File: config.mk
export PLATFORM = sky130hd
export DESIGN_NAME = turn_executor_flat
export DESIGN_NICKNAME = d
export VERILOG_FILES = /design/src/rtl/turn_executor_if.sv /design/src/rtl/turn_executor.sv /design/src/flat_wrapper.sv
export SDC_FILE = /design/constraint.sdc
export NUM_CORES = 1
export LEC_CHECK = 0
export CORE_UTILIZATION = 25
export CTS_BUF_LIST = sky130_fd_sc_hd__clkbuf_4 sky130_fd_sc_hd__clkbuf_8 sky130_fd_sc_hd__clkbuf_16
export CTS_CLUSTER_DIAMETER = 150
export DETAILED_ROUTE_END_ITERATION = 7
export PLACE_DENSITY = 0.49
export SLEW_MARGIN = 30
export SYNTH_ARGS = -nofsm -noshare
export SYNTH_HDL_FRONTEND = slang
export SYNTH_SLANG_ARGS = --single-unit
export TNS_END_PERCENT = 20
File: constraint.sdc
create_clock -name clk -period 5.96 [get_ports clk]
set_input_delay 1.788 -clock clk [delete_from_list [all_inputs] [get_ports clk]]
set_output_delay 1.788 -clock clk [all_outputs]
set_load 0.005 [all_outputs]
File: src/rtl/turn_executor_if.sv
// Signal bundle between the turn sequencer / sensor front end and the turn executor.
// master drives commands and sensors; slave (the executor) drives motors and status.
interface turn_executor_if;
    logic       run;
    logic [2:0] line_sensor;
    logic [1:0] turn_direction;
    logic       done;
    logic       l_fwd;
    logic       l_rev;
    logic       r_fwd;
    logic       r_rev;
    logic       fault;
    logic [2:0] state;

    modport master (
        output run, line_sensor, turn_direction, done,
        input  l_fwd, l_rev, r_fwd, r_rev, fault, state
    );

    modport slave (
        input  run, line_sensor, turn_direction, done,
        output l_fwd, l_rev, r_fwd, r_rev, fault, state
    );
endinterface

File: src/rtl/turn_executor.sv
// Line follower motor controller: follows the line, crosses nodes for a fixed time,
// then pivots left/right as commanded and re-acquires the line.
module turn_executor #(
    parameter int                  PWM_BITS     = 8,
    parameter logic [PWM_BITS-1:0] DUTY_FWD     = 8'd200,
    parameter logic [PWM_BITS-1:0] DUTY_TRIM    = 8'd120,
    parameter logic [PWM_BITS-1:0] DUTY_TURN    = 8'd160,
    parameter int                  TIMER_W      = 26,
    parameter int                  CROSS_TICKS  = 2500000,
    parameter int                  BLANK_TICKS  = 1000000,
    parameter int                  TURN_TIMEOUT = 40000000
) (
    input  logic          clk,
    input  logic          reset,
    turn_executor_if.slave bus
);

    typedef enum logic [2:0] {
        S_IDLE   = 3'd0,
        S_FOLLOW = 3'd1,
        S_CROSS  = 3'd2,
        S_TURN_L = 3'd3,
        S_TURN_R = 3'd4,
        S_STOP   = 3'd5,
        S_FAULT  = 3'd6
    } state_t;

    localparam logic [TIMER_W-1:0] CROSS_LAST = TIMER_W'(CROSS_TICKS - 1);
    localparam logic [TIMER_W-1:0] BLANK_END  = TIMER_W'(BLANK_TICKS);
    localparam logic [TIMER_W-1:0] TURN_LAST  = TIMER_W'(TURN_TIMEOUT - 1);
    localparam logic [TIMER_W-1:0] TIMER_MAX  = '1;

    state_t              state_q;
    state_t              state_d;
    logic [2:0]          sync1_q;
    logic [2:0]          sync2_q;
    logic [PWM_BITS-1:0] cnt_q;
    logic [TIMER_W-1:0]  timer_q;
    logic [PWM_BITS-1:0] follow_l_q;
    logic [PWM_BITS-1:0] follow_r_q;
    logic                l_fwd_q;
    logic                l_rev_q;
    logic                r_fwd_q;
    logic                r_rev_q;
    logic                fault_q;

    logic                l_dir_fwd;
    logic                l_dir_rev;
    logic                r_dir_fwd;
    logic                r_dir_rev;
    logic [PWM_BITS-1:0] duty_l;
    logic [PWM_BITS-1:0] duty_r;
    logic                pwm_l;
    logic                pwm_r;

    // Sensors are asynchronous to clk; every decision uses sync2_q.
    always_ff @(posedge clk or negedge reset) begin
        if (!reset) begin
            sync1_q <= 3'b000;
            sync2_q <= 3'b000;
        end else begin
            sync1_q <= bus.line_sensor;
            sync2_q <= sync1_q;
        end
    end

    always_ff @(posedge clk or negedge reset) begin
        if (!reset) begin
            cnt_q <= '0;
        end else begin
            cnt_q <= cnt_q + PWM_BITS'(1);
        end
    end

    always_ff @(posedge clk or negedge reset) begin
        if (!reset) begin
            state_q <= S_IDLE;
        end else begin
            state_q <= state_d;
        end
    end

    always_comb begin
        state_d = state_q;
        case (state_q)
            S_IDLE: begin
                if (bus.run) state_d = S_FOLLOW;
            end
            S_FOLLOW: begin
                if (sync2_q == 3'b111) state_d = S_CROSS;
            end
            S_CROSS: begin
                // Direction is read at the end of the crossing, not at the node edge.
                if (timer_q == CROSS_LAST) begin
                    case (bus.turn_direction)
                        2'b01:   state_d = S_TURN_L;
                        2'b10:   state_d = S_TURN_R;
                        default: state_d = S_FOLLOW;
                    endcase
                end
            end
            S_TURN_L, S_TURN_R: begin
                if (timer_q >= BLANK_END && sync2_q[1]) state_d = S_FOLLOW;
                else if (timer_q == TURN_LAST)          state_d = S_FAULT;
            end
            S_STOP:  state_d = S_STOP;
            S_FAULT: state_d = S_FAULT;
            default: state_d = S_IDLE;
        endcase
        if (bus.done && state_q != S_FAULT) state_d = S_STOP;
    end

    always_comb begin
        l_dir_fwd = 1'b0;
        l_dir_rev = 1'b0;
        r_dir_fwd = 1'b0;
        r_dir_rev = 1'b0;
        duty_l    = '0;
        duty_r    = '0;
        case (state_q)
            S_FOLLOW: begin
                l_dir_fwd = 1'b1;
                r_dir_fwd = 1'b1;
                case (sync2_q)
                    3'b010:         begin duty_l = DUTY_FWD;  duty_r = DUTY_FWD;  end
                    3'b100, 3'b110: begin duty_l = DUTY_TRIM; duty_r = DUTY_FWD;  end
                    3'b001, 3'b011: begin duty_l = DUTY_FWD;  duty_r = DUTY_TRIM; end
                    default:        begin duty_l = follow_l_q; duty_r = follow_r_q; end
                endcase
            end
            S_CROSS: begin
                l_dir_fwd = 1'b1;
                r_dir_fwd = 1'b1;
                duty_l    = DUTY_FWD;
                duty_r    = DUTY_FWD;
            end
            S_TURN_L: begin
                l_dir_rev = 1'b1;
                r_dir_fwd = 1'b1;
                duty_l    = DUTY_TURN;
                duty_r    = DUTY_TURN;
            end
            S_TURN_R: begin
                l_dir_fwd = 1'b1;
                r_dir_rev = 1'b1;
                duty_l    = DUTY_TURN;
                duty_r    = DUTY_TURN;
            end
            default: begin
                duty_l = '0;
                duty_r = '0;
            end
        endcase
    end

    // Held duties restart at full forward each time FOLLOW is entered.
    always_ff @(posedge clk or negedge reset) begin
        if (!reset) begin
            follow_l_q <= DUTY_FWD;
            follow_r_q <= DUTY_FWD;
        end else if (state_q == S_FOLLOW) begin
            follow_l_q <= duty_l;
            follow_r_q <= duty_r;
        end else begin
            follow_l_q <= DUTY_FWD;
            follow_r_q <= DUTY_FWD;
        end
    end

    always_ff @(posedge clk or negedge reset) begin
        if (!reset) begin
            timer_q <= '0;
        end else if (state_d != state_q) begin
            timer_q <= '0;
        end else if (timer_q != TIMER_MAX) begin
            timer_q <= timer_q + TIMER_W'(1);
        end
    end

    assign pwm_l = (cnt_q < duty_l);
    assign pwm_r = (cnt_q < duty_r);

    always_ff @(posedge clk or negedge reset) begin
        if (!reset) begin
            l_fwd_q <= 1'b0;
            l_rev_q <= 1'b0;
            r_fwd_q <= 1'b0;
            r_rev_q <= 1'b0;
            fault_q <= 1'b0;
        end else begin
            l_fwd_q <= l_dir_fwd & pwm_l;
            l_rev_q <= l_dir_rev & pwm_l;
            r_fwd_q <= r_dir_fwd & pwm_r;
            r_rev_q <= r_dir_rev & pwm_r;
            fault_q <= fault_q | (state_d == S_FAULT);
        end
    end

    assign bus.l_fwd = l_fwd_q;
    assign bus.l_rev = l_rev_q;
    assign bus.r_fwd = r_fwd_q;
    assign bus.r_rev = r_rev_q;
    assign bus.fault = fault_q;
    assign bus.state = state_q;

endmodule

File: src/flat_wrapper.sv
// flat-port wrapper written by rule: the top's interface ports become plain ports
module turn_executor_flat 
#(
    parameter int                  PWM_BITS     = 8,
    parameter logic [PWM_BITS-1:0] DUTY_FWD     = 8'd200,
    parameter logic [PWM_BITS-1:0] DUTY_TRIM    = 8'd120,
    parameter logic [PWM_BITS-1:0] DUTY_TURN    = 8'd160,
    parameter int                  TIMER_W      = 26,
    parameter int                  CROSS_TICKS  = 2500000,
    parameter int                  BLANK_TICKS  = 1000000,
    parameter int                  TURN_TIMEOUT = 40000000
)
  (clk, reset, bus_run, bus_line_sensor, bus_turn_direction, bus_done, bus_l_fwd, bus_l_rev, bus_r_fwd, bus_r_rev, bus_fault, bus_state);
  turn_executor_if bus_i ();
  input  logic clk;
  input  logic reset;
  input wire logic [$bits(bus_i.run)-1:0] bus_run;
  input wire logic [$bits(bus_i.line_sensor)-1:0] bus_line_sensor;
  input wire logic [$bits(bus_i.turn_direction)-1:0] bus_turn_direction;
  input wire logic [$bits(bus_i.done)-1:0] bus_done;
  output wire logic [$bits(bus_i.l_fwd)-1:0] bus_l_fwd;
  output wire logic [$bits(bus_i.l_rev)-1:0] bus_l_rev;
  output wire logic [$bits(bus_i.r_fwd)-1:0] bus_r_fwd;
  output wire logic [$bits(bus_i.r_rev)-1:0] bus_r_rev;
  output wire logic [$bits(bus_i.fault)-1:0] bus_fault;
  output wire logic [$bits(bus_i.state)-1:0] bus_state;
  assign bus_i.run = bus_run;
  assign bus_i.line_sensor = bus_line_sensor;
  assign bus_i.turn_direction = bus_turn_direction;
  assign bus_i.done = bus_done;
  assign bus_l_fwd = bus_i.l_fwd;
  assign bus_l_rev = bus_i.l_rev;
  assign bus_r_fwd = bus_i.r_fwd;
  assign bus_r_rev = bus_i.r_rev;
  assign bus_fault = bus_i.fault;
  assign bus_state = bus_i.state;
  turn_executor #(.PWM_BITS(PWM_BITS), .DUTY_FWD(DUTY_FWD), .DUTY_TRIM(DUTY_TRIM), .DUTY_TURN(DUTY_TURN), .TIMER_W(TIMER_W), .CROSS_TICKS(CROSS_TICKS), .BLANK_TICKS(BLANK_TICKS), .TURN_TIMEOUT(TURN_TIMEOUT)) u_core (.clk(clk), .reset(reset), .bus(bus_i));
endmodule
==> flow_summary.html, run 1 <==
<table>
<tr><th>Metric</th><th>Value</th></tr>
<tr><th colspan="2">Outcome</th></tr>
<tr><td>Status</td><td>finished clean</td></tr>
<tr><th colspan="2">Yosys</th></tr>
<tr><td>Dominant register cell in the synthesized netlist</td><td>sky130_fd_sc_hd__dfrtp_1</td></tr>
<tr><td>Number of flops mapped to enable cells by yosys</td><td>0</td></tr>
<tr><td>Netlist Area Pre-Place</td><td>between 3000 and 4000 sq um</td></tr>
<tr><td>Number of instances in the synthesized netlist</td><td>a little over 400</td></tr>
<tr><td>Yosys warnings</td><td>0</td></tr>
<tr><td>Count of distinct cell types in the synthesized netlist</td><td>between 50 and 60</td></tr>
<tr><td>Syn Nets</td><td>429</td></tr>
<tr><td>Share of flip-flops with an asynchronous set or reset after synthesis</td><td>between 90% and 100%</td></tr>
<tr><td>Sequential share of the synthesized area</td><td>a little over two fifths</td></tr>
<tr><td>Mean Syn Cell Area</td><td>between 9 and 10 sq um</td></tr>
<tr><td>Number of flip-flops and latches in the synthesized netlist</td><td>64</td></tr>
<tr><th colspan="2">Layout</th></tr>
<tr><td>Antenna diode count</td><td>0</td></tr>
<tr><td>Signed area change from the synthesized netlist to the final layout</td><td>17.0%</td></tr>
<tr><td>Share of final-layout standard cells stronger than drive strength 1</td><td>14.3%</td></tr>
<tr><td>Layout net count</td><td>between 400 and 500</td></tr>
<tr><th colspan="2">Timing</th></tr>
<tr><td>Setup repair after global routing missed its margin</td><td>false</td></tr>
<tr><td>Final-report setup violation count</td><td>0</td></tr>
<tr><td>Final total negative setup slack</td><td>0 ns</td></tr>
<tr><td>Clk_skew</td><td>0.00662 ns</td></tr>
<tr><td>Final max-slew violation count</td><td>0</td></tr>
<tr><td>Final critical path time including I/O delays and setup</td><td>between 3 and 4 ns</td></tr>
<tr><td>Hold Worst Slack</td><td>0.345 ns</td></tr>
<tr><td>Slew of the pin with the lowest slew margin</td><td>~0.9 ns</td></tr>
<tr><td>Number of hold-slack violations in the final timing report</td><td>0</td></tr>
<tr><td>Slew margin rel.</td><td>~39%</td></tr>
<tr><td>Ratio of final minimum period to clock period</td><td>roughly 65%</td></tr>
<tr><td>Top achievable clock speed</td><td>around 260 MHz</td></tr>
<tr><th colspan="2">Route</th></tr>
<tr><td>Average detailed-routed wire length per instance</td><td>~14 um</td></tr>
<tr><td>Final Routed Wirelength</td><td>between 8000 and 9000 um</td></tr>
<tr><td>Via total after detailed routing</td><td>approximately 2,900</td></tr>
<tr><td>Remaining number of nets flagged by the antenna check after routing</td><td>0</td></tr>
<tr><td>DRC</td><td>0</td></tr>
<tr><td>Number of search-and-repair iterations in the first detailed-routing pass</td><td>4</td></tr>
<tr><td>Drt first-iter violations</td><td>143</td></tr>
<tr><td>Routed vias/inst</td><td>4.75</td></tr>
<tr><th colspan="2">Placement</th></tr>
<tr><td># port buffers</td><td>16</td></tr>
<tr><td>Detail Placement HPWL</td><td>6000 um</td></tr>
<tr><td>Final RePlAce weighted congestion</td><td>0.784</td></tr>
<tr><th colspan="2">Clock tree</th></tr>
<tr><td>Master cell of the clock root buffer</td><td>sky130_fd_sc_hd__clkbuf_16</td></tr>
<tr><td>Worst-Skew Late Latency</td><td>0.33 ns</td></tr>
<tr><td>Count of hold buffers inserted by post-cts repair</td><td>0</td></tr>
<tr><td>H-tree level count</td><td>3</td></tr>
<tr><td>CTS Sinks</td><td>64</td></tr>
<tr><td>Clock-pin slew reported for the worst setup and hold paths after clock tree synthesis</td><td>around 0.050 ns</td></tr>
<tr><td>CTS tree</td><td>built</td></tr>
<tr><td>PostCTS Resize Cnt</td><td>0</td></tr>
<tr><td>Clk buf depth</td><td>2</td></tr>
<tr><td>TritonCTS Buffers</td><td>9</td></tr>
<tr><td>Postcts setup bufs</td><td>0</td></tr>
<tr><th colspan="2">Floorplan</th></tr>
<tr><td>Core area</td><td>14,600 sq um</td></tr>
<tr><td>Die Wd</td><td>125 um</td></tr>
<tr><td>Vertical extent of the die</td><td>around 120 um</td></tr>
<tr><td>Ports</td><td>17</td></tr>
<tr><td>Initial core utilization</td><td>between 20 and 30%</td></tr>
<tr><td>Total die area</td><td>15,600 sq um</td></tr>
<tr><td>Number of standard-cell rows in the floorplan</td><td>44</td></tr>
<tr><th colspan="2">Critical path</th></tr>
<tr><td>Kind of critical path</td><td>input port to flop</td></tr>
<tr><td>CP Data Required Time</td><td>between 6 and 7 ns</td></tr>
<tr><td>Category of the worst setup path capture point</td><td>flop</td></tr>
<tr><td>Arr. time, crit path</td><td>slightly above 4 ns</td></tr>
<tr><td>Highest net fanout along the worst path</td><td>18</td></tr>
<tr><td>Critical path startpoint category</td><td>input port</td></tr>
<tr><th colspan="2">Pwr</th></tr>
<tr><td>Max IR drop VDD</td><td>116 uV</td></tr>
<tr><td>Power per standard cell area</td><td>267 nW/um^2</td></tr>
<tr><td>Leakage dissipation</td><td>around 1.8 nW</td></tr>
<tr><th colspan="2">Global route</th></tr>
<tr><td>Number of global-route vias before repair</td><td>between 2,000 and 3,000</td></tr>
<tr><td>Wire length of the first global-routing pass</td><td>approximately 14,000 um</td></tr>
<tr><td>Gr ovfl total</td><td>0</td></tr>
<tr><td>Global-route usage over all layers</td><td>11.5%</td></tr>
<tr><td>Antenna violations before repair</td><td>0</td></tr>
<tr><td>Pin count of the biggest net entering global routing</td><td>between 60 and 70</td></tr>
<tr><th colspan="2">Flow run</th></tr>
<tr><td>Total of max-cap violations</td><td>0</td></tr>
<tr><th colspan="2">Worst hold path</th></tr>
<tr><td>Min-delay worst type</td><td>flop to flop</td></tr>
</table>
-- cell type report --
cell class / count / area (sq um)
clock buffers: 13 / 268
clock inverters: 3 / 40.0
fillers: 1528 / 10200
inverters: 17 / 63.8
multi-input cells: 303 / 2000
flip-flops and latches: 64 / 1610
well taps: 184 / 230
repair buffers: 19 / 198
-- Yosys cell counts (8+ instances only) --
cell | number | area (sq um)
sky130_fd_sc_hd__a21oi_1 | 21 | 105
sky130_fd_sc_hd__ha_1 | 17 | 213
sky130_fd_sc_hd__nand2_1 | 32 | 120
sky130_fd_sc_hd__nor3_1 | 17 | 85.1
sky130_fd_sc_hd__xor2_1 | 10 | 87.6
sky130_fd_sc_hd__inv_1 | 16 | 60.1
sky130_fd_sc_hd__nand3_1 | 20 | 100
sky130_fd_sc_hd__nand4_1 | 12 | 75.1
sky130_fd_sc_hd__nor2_1 | 32 | 120
sky130_fd_sc_hd__xnor2_1 | 19 | 166
sky130_fd_sc_hd__dfrtp_1 | 58 | 1450
sky130_fd_sc_hd__nand2b_1 | 12 | 75.1
sky130_fd_sc_hd__o21ai_0 | 15 | 75.1
sky130_fd_sc_hd__a21o_1 | 8 | 60.1
sky130_fd_sc_hd__nor2_2 | 20 | 125
sky130_fd_sc_hd__clkbuf_1 | 15 | 56.3
-- report_power, final --
group | internal, mW | switching (mW)
sequential | 0.464 | 0.0419
combinational | 0.0512 | 0.0806
clock | 0.354 | 0.184
-- per-layer routing --
layer,share of wire [%],vias to the layer above,global-route usage [%]
li1,-,1433,-
met1,47,1374,14.3
met2,49,47,18.9
met3,3.4,10,2.96
met4,1.4,0,4.32
met5,0,-,0
-- metrics by stage --
stage	instances	power [mW]	util (%)	setup slack [ns]	instance area (sq um)
2_1_floorplan	403	0.593	-	2.66	3760
3_3_place_gp	586	0.640	27.9	1.67	4070
3_5_place_dp	586	0.645	27.9	1.66	4070
4_1_cts	602	1.19	30.0	2.02	4380
5_1_grt	603	1.23	30.2	1.93	4410
6_report	603	1.18	30.2	2.09	4410
-- critical path, stage by stage --
cell,delay [ns]
sky130_fd_sc_hd__clkdlybuf4s50_1,0.48
sky130_fd_sc_hd__inv_1,0.21
sky130_fd_sc_hd__o21ai_1,0.14
sky130_fd_sc_hd__a211oi_1,0.41
sky130_fd_sc_hd__o41ai_4,0.16
sky130_fd_sc_hd__a211oi_2,0.29
sky130_fd_sc_hd__o211ai_4,0.22
sky130_fd_sc_hd__buf_16,0.23
sky130_fd_sc_hd__nor3_1,0.17
-- kinds of logic after synthesis --
group | share of synthesized area, %
AO/OA/AOI/OAI | 12.4
XOR/XNOR | 6.75
adder cells (fa/ha/maj) | 5.65
buffers and inverters | 4.22
flip-flops | 42.7
multiplexers | 0.798
AND/OR/NAND/NOR | 27.5
-- worst paths after layout --
kind | slack [ns] | cells after the start | endpoint | startpoint
setup / recovery | 2.09 | 9 | u_core.timer_q[2] | bus_done
hold / removal | 0.34 | 0 | u_core.sync2_q[2] | u_core.sync1_q[2]
setup reg to reg | 2.72 | 8 | u_core.bus.r_fwd | u_core.bus.state[0]
hold reg to reg | 0.34 | 0 | u_core.sync2_q[2] | u_core.sync1_q[2]
max in group asynchronous | 3.77 | 2 | u_core.bus.state[2] | reset
min in group asynchronous | 1.63 | 2 | u_core.timer_q[3] | reset
-- registers in the layout, indices dropped and copies added, names as in the netlist --
register / cells
u_core.follow_r_q: 8
u_core.bus.l_fwd: 1
u_core.bus.fault: 1
u_core.sync2_q: 3
u_core.cnt_q: 8
u_core.bus.l_rev: 1
u_core.bus.r_rev: 1
u_core.sync1_q: 3
u_core.follow_l_q: 8
u_core.bus.r_fwd: 1
u_core.timer_q: 26
u_core.bus.state: 3
-- cells in the final DEF (no fill, tap or decap), types with 3 or more instances in the layout --
master / Yosys / final
sky130_fd_sc_hd__dfrtp_1: 58 / 58
sky130_fd_sc_hd__nand2_1: 32 / 32
sky130_fd_sc_hd__nor2_1: 32 / 32
sky130_fd_sc_hd__a21oi_1: 21 / 21
sky130_fd_sc_hd__nand3_1: 20 / 20
sky130_fd_sc_hd__nor2_2: 20 / 20
sky130_fd_sc_hd__xnor2_1: 19 / 19
sky130_fd_sc_hd__nor3_1: 17 / 17
sky130_fd_sc_hd__ha_1: 17 / 17
sky130_fd_sc_hd__inv_1: 16 / 16
sky130_fd_sc_hd__o21ai_0: 15 / 15
sky130_fd_sc_hd__clkdlybuf4s50_1: 0 / 15
sky130_fd_sc_hd__nand2b_1: 12 / 12
sky130_fd_sc_hd__nand4_1: 12 / 12
sky130_fd_sc_hd__xor2_1: 10 / 10
sky130_fd_sc_hd__clkbuf_16: 0 / 9
sky130_fd_sc_hd__a21o_1: 8 / 8
sky130_fd_sc_hd__nor2b_1: 6 / 6
sky130_fd_sc_hd__dfstp_2: 6 / 6
sky130_fd_sc_hd__and2_1: 5 / 5
sky130_fd_sc_hd__and3_1: 4 / 4
sky130_fd_sc_hd__nor4_1: 4 / 4
sky130_fd_sc_hd__nor4b_1: 3 / 3
sky130_fd_sc_hd__mux2i_1: 3 / 3
sky130_fd_sc_hd__and4_1: 3 / 3
sky130_fd_sc_hd__or2_2: 3 / 3
sky130_fd_sc_hd__o21ai_1: 3 / 3
Power figures use the tool's default switching activity.
==> run 2: changes to the inputs <==
==> constraint.sdc (replaced) <==
create_clock -name clk -period 3.6 [get_ports clk]
set_input_delay 1.08 -clock clk [delete_from_list [all_inputs] [get_ports clk]]
set_output_delay 1.08 -clock clk [all_outputs]
set_load 0.005 [all_outputs]
==> flow_summary.html, run 2 (synthesized netlist as in run 1, its figures left out) <==
<table>
<tr><th>Metric</th><th>Value</th></tr>
<tr><th colspan="2">Timing</th></tr>
<tr><td>Final max-slew violation count</td><td>0 (unchanged)</td></tr>
<tr><td>Final total negative setup slack</td><td>0 ns (unchanged)</td></tr>
<tr><td>PnR worst setup slack</td><td>0.487 ns (was 2.09 ns)</td></tr>
<tr><td>Clk_skew</td><td>0.00647 ns (was 0.00662 ns)</td></tr>
<tr><td>Final-report setup violation count</td><td>0 (unchanged)</td></tr>
<tr><td>Ratio of final minimum period to clock period</td><td>86.5%</td></tr>
<tr><td>Slew of the pin with the lowest slew margin</td><td>0.836 ns (was 0.912 ns)</td></tr>
<tr><td>Hold Worst Slack</td><td>0.345 ns (about the same)</td></tr>
<tr><td>Setup repair after global routing missed its margin</td><td>false (unchanged)</td></tr>
<tr><td>Slew margin rel.</td><td>44.3% (was 38.6%)</td></tr>
<tr><td>Number of hold-slack violations in the final timing report</td><td>0 (unchanged)</td></tr>
<tr><td>Final critical path time including I/O delays and setup</td><td>about 3.1 ns</td></tr>
<tr><td>Top achievable clock speed</td><td>roughly 320 MHz</td></tr>
<tr><th colspan="2">Route</th></tr>
<tr><td>Average detailed-routed wire length per instance</td><td>14.4 um (was 14.0 um)</td></tr>
<tr><td>Via total after detailed routing</td><td>2,944 (was 2,864)</td></tr>
<tr><td>Drt first-iter violations</td><td>228 (was 143)</td></tr>
<tr><td>Number of search-and-repair iterations in the first detailed-routing pass</td><td>4 (unchanged)</td></tr>
<tr><td>Final Routed Wirelength</td><td>8730 um (was 8450 um)</td></tr>
<tr><td>Routed vias/inst</td><td>4.84 (was 4.75)</td></tr>
<tr><td>DRC</td><td>0 (unchanged)</td></tr>
<tr><td>Remaining number of nets flagged by the antenna check after routing</td><td>0 (unchanged)</td></tr>
<tr><th colspan="2">Global route</th></tr>
<tr><td>Wire length of the first global-routing pass</td><td>15,200 um (was 14,300 um)</td></tr>
<tr><td>Gr ovfl total</td><td>0 (unchanged)</td></tr>
<tr><td>Pin count of the biggest net entering global routing</td><td>65 (unchanged)</td></tr>
<tr><td>Number of global-route vias before repair</td><td>3,073 (was 2,885)</td></tr>
<tr><td>Antenna violations before repair</td><td>0 (unchanged)</td></tr>
<tr><td>Global-route usage over all layers</td><td>12.2% (was 11.5%)</td></tr>
<tr><th colspan="2">Critical path</th></tr>
<tr><td>Arr. time, crit path</td><td>3.38 ns (was 4.12 ns)</td></tr>
<tr><td>Cells traversed along the worst timing path</td><td>clkdlybuf4s50_1, inv_1, o21ai_1, a211oi_1, o41ai_4, a211oi_2, o211ai_4, buf_4, nor2_2 (was clkdlybuf4s50_1, inv_1, o21ai_1, a211oi_1, o41ai_4, a211oi_2, o211ai_4, buf_16, nor3_1)</td></tr>
<tr><td>Category of the worst setup path capture point</td><td>flop (unchanged)</td></tr>
<tr><td>Kind of critical path</td><td>input port to flop (unchanged)</td></tr>
<tr><td>Critical path startpoint category</td><td>input port (unchanged)</td></tr>
<tr><td>Highest net fanout along the worst path</td><td>15 (was 18)</td></tr>
<tr><td>CP Data Required Time</td><td>3.86 ns (was 6.21 ns)</td></tr>
<tr><td>Slowest stage delay, CP</td><td>0.48 ns (about the same)</td></tr>
<tr><td>Slowest stage cell on the critical path</td><td>sky130_fd_sc_hd__clkdlybuf4s50_1 (unchanged)</td></tr>
<tr><th colspan="2">Pwr</th></tr>
<tr><td>Overall power</td><td>2.03 mW (was 1.18 mW)</td></tr>
<tr><td>Power per standard cell area</td><td>456 nW/um^2 (was 267 nW/um^2)</td></tr>
<tr><td>Max IR drop VDD</td><td>251 uV (was 116 uV)</td></tr>
<tr><td>Leakage dissipation</td><td>1.84 nW (was 1.81 nW)</td></tr>
<tr><th colspan="2">Outcome</th></tr>
<tr><td>Status</td><td>finished clean (unchanged)</td></tr>
<tr><th colspan="2">Floorplan</th></tr>
<tr><td>Initial core utilization</td><td>25.8% (unchanged)</td></tr>
<tr><td>Ports</td><td>17 (unchanged)</td></tr>
<tr><td>Core area</td><td>14,600 sq um (unchanged)</td></tr>
<tr><td>Total die area</td><td>15,600 sq um (unchanged)</td></tr>
<tr><td>Number of standard-cell rows in the floorplan</td><td>44 (unchanged)</td></tr>
<tr><td>Vertical extent of the die</td><td>125 um (unchanged)</td></tr>
<tr><td>Die Wd</td><td>125 um (unchanged)</td></tr>
<tr><th colspan="2">Layout</th></tr>
<tr><td>Signed area change from the synthesized netlist to the final layout</td><td>18.1% (was 17.0%)</td></tr>
<tr><td>Max FFs per register</td><td>26 (unchanged)</td></tr>
<tr><td>Antenna diode count</td><td>0 (unchanged)</td></tr>
<tr><td>Final cell count without fillers</td><td>608 (was 603)</td></tr>
<tr><td>Share of the core filled with cells</td><td>30.5% (was 30.2%)</td></tr>
<tr><td>Share of final-layout standard cells stronger than drive strength 1</td><td>15.3% (was 14.3%)</td></tr>
<tr><td>Most frequent standard cell in the layout excluding fill and tap cells</td><td>sky130_fd_sc_hd__dfrtp_1 (unchanged)</td></tr>
<tr><td>Layout net count</td><td>445 (was 440)</td></tr>
<tr><td>Register with the highest flop count</td><td>u_core.timer_q (unchanged)</td></tr>
<tr><td>Final std cell area, no fill</td><td>4450 sq um (was 4410 sq um)</td></tr>
<tr><td>Most frequent cells in the layout</td><td>sky130_fd_sc_hd__dfrtp_1, sky130_fd_sc_hd__nand2_1, sky130_fd_sc_hd__nor2_1 (unchanged)</td></tr>
<tr><th colspan="2">Placement</th></tr>
<tr><td>Final RePlAce weighted congestion</td><td>0.830 (was 0.784)</td></tr>
<tr><td>Detail Placement HPWL</td><td>6310 um (was 6000 um)</td></tr>
<tr><td>Placement Setup Slack</td><td>0.121 ns (was 1.66 ns)</td></tr>
<tr><td># port buffers</td><td>16 (unchanged)</td></tr>
<tr><td>Post-placement cell area</td><td>4120 sq um (was 4070 sq um)</td></tr>
<tr><td>Placed instance count</td><td>592 (was 586)</td></tr>
<tr><th colspan="2">Clock tree</th></tr>
<tr><td>Postcts setup bufs</td><td>0 (unchanged)</td></tr>
<tr><td>TritonCTS Buffers</td><td>9 (unchanged)</td></tr>
<tr><td>CTS tree</td><td>built (unchanged)</td></tr>
<tr><td>CTS Sinks</td><td>64 (unchanged)</td></tr>
<tr><td>Master cell of the clock root buffer</td><td>sky130_fd_sc_hd__clkbuf_16 (unchanged)</td></tr>
<tr><td>Worst-Skew Late Latency</td><td>0.33 ns (about the same)</td></tr>
<tr><td>Clk buf depth</td><td>2 (unchanged)</td></tr>
<tr><td>Count of hold buffers inserted by post-cts repair</td><td>0 (unchanged)</td></tr>
<tr><td>H-tree level count</td><td>3 (unchanged)</td></tr>
<tr><td>PostCTS Resize Cnt</td><td>0 (unchanged)</td></tr>
<tr><td>Clock-pin slew reported for the worst setup and hold paths after clock tree synthesis</td><td>0.05 ns (about the same)</td></tr>
<tr><th colspan="2">Flow run</th></tr>
<tr><td>Total of max-cap violations</td><td>0 (unchanged)</td></tr>
<tr><th colspan="2">Worst hold path</th></tr>
<tr><td>Min-delay worst type</td><td>flop to flop (unchanged)</td></tr>
</table>
==> run 2: critical path, delay by kind of cell <==
family	cells	cell delay [ns]
AOI/OAI and AO/OA	5	1.18
buffers and inverters	3	0.97
and+or+nand+nor	1	0.13
==> run 2: final timing paths <==
kind,from,endpoint,slack [ns],cells after the start
min in group asynchronous,reset,u_core.timer_q[11],0.92,2
worst min-delay path,u_core.sync1_q[2],u_core.sync2_q[2],0.35,0
worst max-delay path,bus_done,u_core.timer_q[17],0.49,9
worst min register to register,u_core.sync1_q[2],u_core.sync2_q[2],0.35,0
max in group asynchronous,reset,u_core.bus.l_rev,2.11,2
worst max register to register,u_core.timer_q[20],u_core.timer_q[17],0.61,8
==> run 2: cell type report <==
class	instances	area, sq um
Inverter	17	63.8
Multi-Input combinational cell	303	2000
Sequential cell	64	1610
Tap cell	184	230
Timing Repair Buffer	24	215
Clock inverter	5	78.8
Clock buffer	11	253
Fill cell	1501	10100
==> run 2: routing by layer <==
layer | wire (um) | share of wire, % | global-route usage, %
met1 | 4070 | 47 | 15.3
met2 | 4220 | 48 | 20.0
met3 | 327 | 3.7 | 3.18
met4 | 112 | 1.3 | 4.54
met5 | 0 | 0 | 0
==> run 2: power breakdown <==
group / leakage (nW) / internal, mW / switching, mW
Clock: 0.165 / 0.642 / 0.325
Sequential: 0.818 / 0.767 / 0.0670
Combinational: 0.854 / 0.0845 / 0.141
Total: 1.84 / 1.49 / 0.532
==> run 3: changes to the inputs <==
--- a/config.mk
+++ b/config.mk
@@ -9,6 +9,7 @@
 export CTS_BUF_LIST = sky130_fd_sc_hd__clkbuf_4 sky130_fd_sc_hd__clkbuf_8 sky130_fd_sc_hd__clkbuf_16
 export CTS_CLUSTER_DIAMETER = 150
 export DETAILED_ROUTE_END_ITERATION = 7
+export GPL_ROUTABILITY_DRIVEN = 0
 export PLACE_DENSITY = 0.49
 export SLEW_MARGIN = 30
 export SYNTH_ARGS = -nofsm -noshare
==> constraint.sdc (replaced) <==
create_clock -name clk -period 3.6 [get_ports clk]
set_input_delay 0.72 -clock clk [delete_from_list [all_inputs] [get_ports clk]]
set_output_delay 0.72 -clock clk [all_outputs]
set_load 0.005 [all_outputs]
==> flow_summary.html, run 3 (synthesized netlist as in run 1, its figures left out) <==
<table>
<tr><th>Metric</th><th>Value</th></tr>
<tr><th colspan="2">Outcome</th></tr>
<tr><td>Status</td><td>finished clean (unchanged)</td></tr>
<tr><th colspan="2">Worst hold path</th></tr>
<tr><td>Origin of the worst min-delay path</td><td>u_core.sync1_q[1] (was u_core.sync1_q[2])</td></tr>
<tr><td>Worst Hold End</td><td>u_core.sync2_q[1] (was u_core.sync2_q[2])</td></tr>
<tr><td>Cell depth of the worst hold path</td><td>0 (unchanged)</td></tr>
<tr><td>Min-delay worst type</td><td>flop to flop (unchanged)</td></tr>
<tr><th colspan="2">Global route</th></tr>
<tr><td>Wire length of the first global-routing pass</td><td>14,600 um (was 15,200 um)</td></tr>
<tr><td>Global-route usage over all layers</td><td>11.7% (was 12.2%)</td></tr>
<tr><td>Number of global-route vias before repair</td><td>2,896 (was 3,073)</td></tr>
<tr><td>Antenna violations before repair</td><td>0 (unchanged)</td></tr>
<tr><td>Gr ovfl total</td><td>0 (unchanged)</td></tr>
<tr><td>Pin count of the biggest net entering global routing</td><td>40 (was 65)</td></tr>
<tr><th colspan="2">Critical path</th></tr>
<tr><td>Category of the worst setup path capture point</td><td>flop (unchanged)</td></tr>
<tr><td>Kind of critical path</td><td>flop to flop (was input port to flop)</td></tr>
<tr><td>CP Data Required Time</td><td>3.80 ns (was 3.86 ns)</td></tr>
<tr><td>Arr. time, crit path</td><td>3.00 ns (was 3.38 ns)</td></tr>
<tr><td>Worst Reg2Reg Path Length in Cells</td><td>8 (unchanged)</td></tr>
<tr><td>Worst setup slack for register-to-register paths</td><td>0.80 ns (was 0.61 ns)</td></tr>
<tr><td>R2r startpoint</td><td>u_core.timer_q[20] (unchanged)</td></tr>
<tr><td>Critical path startpoint category</td><td>flop (was input port)</td></tr>
<tr><td>Highest net fanout along the worst path</td><td>26 (was 15)</td></tr>
<tr><td>Crit Reg-Reg Endpoint</td><td>u_core.timer_q[2] (was u_core.timer_q[17])</td></tr>
<tr><th colspan="2">Route</th></tr>
<tr><td>Routed vias/inst</td><td>4.76 (was 4.84)</td></tr>
<tr><td>Remaining number of nets flagged by the antenna check after routing</td><td>0 (unchanged)</td></tr>
<tr><td>Final Routed Wirelength</td><td>8450 um (was 8730 um)</td></tr>
<tr><td>Detailed-routed wire length on met3</td><td>344 um (was 327 um)</td></tr>
<tr><td>Post-route met1 wirelength</td><td>3920 um (was 4070 um)</td></tr>
<tr><td>Detail Route met2 WL</td><td>4030 um (was 4220 um)</td></tr>
<tr><td>Number of search-and-repair iterations in the first detailed-routing pass</td><td>4 (unchanged)</td></tr>
<tr><td>Via total after detailed routing</td><td>2,883 (was 2,944)</td></tr>
<tr><td>Uppermost signal routing layer after detailed routing</td><td>met4 (unchanged)</td></tr>
<tr><td>DRC</td><td>0 (unchanged)</td></tr>
<tr><td>Average detailed-routed wire length per instance</td><td>13.9 um (was 14.4 um)</td></tr>
<tr><td>Drt first-iter violations</td><td>168 (was 228)</td></tr>
<tr><th colspan="2">Clock tree</th></tr>
<tr><td>Clock-pin slew reported for the worst setup and hold paths after clock tree synthesis</td><td>0.06 ns (was 0.05 ns)</td></tr>
<tr><td>Worst-Skew Late Latency</td><td>0.33 ns (about the same)</td></tr>
<tr><td>PostCTS Resize Cnt</td><td>0 (unchanged)</td></tr>
<tr><td>CTS tree</td><td>built (unchanged)</td></tr>
<tr><td>Master cell of the clock root buffer</td><td>sky130_fd_sc_hd__clkbuf_16 (unchanged)</td></tr>
<tr><td>Postcts setup bufs</td><td>0 (unchanged)</td></tr>
<tr><td>Count of hold buffers inserted by post-cts repair</td><td>0 (unchanged)</td></tr>
<tr><td>CTS Sinks</td><td>64 (unchanged)</td></tr>
<tr><td>Clk buf depth</td><td>2 (unchanged)</td></tr>
<tr><td>TritonCTS Buffers</td><td>9 (unchanged)</td></tr>
<tr><td>H-tree level count</td><td>3 (unchanged)</td></tr>
<tr><th colspan="2">Layout</th></tr>
<tr><td>Most frequent standard cell in the layout excluding fill and tap cells</td><td>sky130_fd_sc_hd__dfrtp_1 (unchanged)</td></tr>
<tr><td>Layout net count</td><td>443 (was 445)</td></tr>
<tr><td>Share of final-layout standard cells stronger than drive strength 1</td><td>14.9% (was 15.3%)</td></tr>
<tr><td>Final cell count without fillers</td><td>606 (was 608)</td></tr>
<tr><td>Signed area change from the synthesized netlist to the final layout</td><td>16.3% (was 18.1%)</td></tr>
<tr><td>Max FFs per register</td><td>26 (unchanged)</td></tr>
<tr><td>Share of the core filled with cells</td><td>30.0% (was 30.5%)</td></tr>
<tr><td>Antenna diode count</td><td>0 (unchanged)</td></tr>
<tr><td>Most frequent cells in the layout</td><td>sky130_fd_sc_hd__dfrtp_1, sky130_fd_sc_hd__nand2_1, sky130_fd_sc_hd__nor2_1 (unchanged)</td></tr>
<tr><td>Number of fill cells in the layout</td><td>1,523 (was 1,501)</td></tr>
<tr><td>Register with the highest flop count</td><td>u_core.timer_q (unchanged)</td></tr>
<tr><th colspan="2">Floorplan</th></tr>
<tr><td>Ports</td><td>17 (unchanged)</td></tr>
<tr><td>Vertical extent of the die</td><td>125 um (unchanged)</td></tr>
<tr><td>Number of standard-cell rows in the floorplan</td><td>44 (unchanged)</td></tr>
<tr><td>Total die area</td><td>15,600 sq um (unchanged)</td></tr>
<tr><td>Die Wd</td><td>125 um (unchanged)</td></tr>
<tr><td>Initial core utilization</td><td>25.8% (unchanged)</td></tr>
<tr><td>Core area</td><td>14,600 sq um (unchanged)</td></tr>
<tr><th colspan="2">Timing</th></tr>
<tr><td>Final max-slew violation count</td><td>0 (unchanged)</td></tr>
<tr><td>Setup repair after global routing missed its margin</td><td>false (unchanged)</td></tr>
<tr><td>Final total negative setup slack</td><td>0 ns (unchanged)</td></tr>
<tr><td>Number of hold-slack violations in the final timing report</td><td>0 (unchanged)</td></tr>
<tr><td>Top achievable clock speed</td><td>357 MHz (was 321 MHz)</td></tr>
<tr><td>Slew margin rel.</td><td>43.1% (was 44.3%)</td></tr>
<tr><td>Final critical path time including I/O delays and setup</td><td>2.80 ns (was 3.11 ns)</td></tr>
<tr><td>Final-report setup violation count</td><td>0 (unchanged)</td></tr>
<tr><td>Ratio of final minimum period to clock period</td><td>77.8% (was 86.5%)</td></tr>
<tr><td>Slew of the pin with the lowest slew margin</td><td>0.846 ns (was 0.836 ns)</td></tr>
<tr><td>Clk_skew</td><td>0.00743 ns (was 0.00647 ns)</td></tr>
<tr><th colspan="2">Pwr</th></tr>
<tr><td>Switching Power</td><td>0.521 mW (was 0.532 mW)</td></tr>
<tr><td>Max IR drop VDD</td><td>197 uV (was 251 uV)</td></tr>
<tr><td>Power per standard cell area</td><td>425 nW/um^2 (was 456 nW/um^2)</td></tr>
<tr><td>Combinational group share of total power</td><td>11.6% (was 11.1%)</td></tr>
<tr><td>Fraction of power spent switching nets</td><td>28.0% (was 26.3%)</td></tr>
<tr><td>Reg power frac</td><td>44.9% (was 41.2%)</td></tr>
<tr><td>Share of total power in the clock network</td><td>43.6% (was 47.7%)</td></tr>
<tr><td>Leakage dissipation</td><td>1.79 nW (was 1.84 nW)</td></tr>
<tr><td>Internal power</td><td>1.34 mW (was 1.49 mW)</td></tr>
<tr><th colspan="2">Placement</th></tr>
<tr><td># port buffers</td><td>16 (unchanged)</td></tr>
<tr><td>Placed instance count</td><td>590 (was 592)</td></tr>
<tr><td>Detail Placement HPWL</td><td>6040 um (was 6310 um)</td></tr>
<tr><th colspan="2">Flow run</th></tr>
<tr><td>Total of max-cap violations</td><td>0 (unchanged)</td></tr>
</table>
## run 3: routing by layer
layer | vias up | GRT usage, %
met3 | 16 | 2.88
met2 | 41 | 18.5
li1 | 1432 | -
met1 | 1394 | 15.3
met5 | - | 0
met4 | 0 | 4.82
## run 3: final cells by class
type | instances | area [sq um] | share of cell area [%]
Multi-Input combinational cell | 303 | 2000 | 45.6
Sequential cell | 64 | 1610 | 36.7
Tap cell | 184 | 230 | 5.26
Inverter | 17 | 63.8 | 1.46
Clock inverter | 5 | 32.5 | 0.743
Timing Repair Buffer | 22 | 200 | 4.57
Clock buffer | 11 | 246 | 5.63
## run 3: stage by stage
step / total power, mW / hold slack, ns / setup WS (ns) / area, sq um
floorplan: 0.982 / 0.331 / 1.02 / 3760
global placement: 1.06 / 0.335 / 0.588 / 4100
detailed placement: 1.07 / 0.340 / 0.543 / 4100
CTS: 1.89 / 0.354 / 0.788 / 4380
global route: 1.96 / 0.363 / 0.522 / 4380
finish: 1.86 / 0.351 / 0.799 / 4380
## run 3: how the worst max path moves through the flow
stage | from | endpoint | cells after the start
after global placement | bus_done | u_core.timer_q[2] | 9
after detailed placement | bus_done | u_core.timer_q[2] | 9
after floorplan | u_core.bus.state[0] | u_core.bus.r_fwd | 10
after CTS | u_core.timer_q[20] | u_core.timer_q[2] | 8
after global routing | u_core.bus.state[0] | u_core.bus.r_fwd | 9
final | u_core.timer_q[20] | u_core.timer_q[2] | 8
## run 3: critical path, stage by stage (launching register included)
cell and delay, ns:
sky130_fd_sc_hd__dfrtp_1 0.46, sky130_fd_sc_hd__or3_1 0.48, sky130_fd_sc_hd__nor4_4 0.34, sky130_fd_sc_hd__nand4_2 0.23
sky130_fd_sc_hd__o41ai_4 0.38, sky130_fd_sc_hd__a211oi_2 0.10, sky130_fd_sc_hd__o211ai_4 0.16, sky130_fd_sc_hd__buf_4 0.40
sky130_fd_sc_hd__nor3_1 0.11
## run 3: power by group through the flow
stage	Clock (mW)	Sequential [mW]	Combinational (mW)
6_report	0.811	0.835	0.215
5_1_grt	0.868	0.844	0.246
4_1_cts	0.834	0.835	0.221
3_5_place_dp	0	0.848	0.219
3_3_place_gp	0	0.844	0.216
2_1_floorplan	0	0.825	0.157
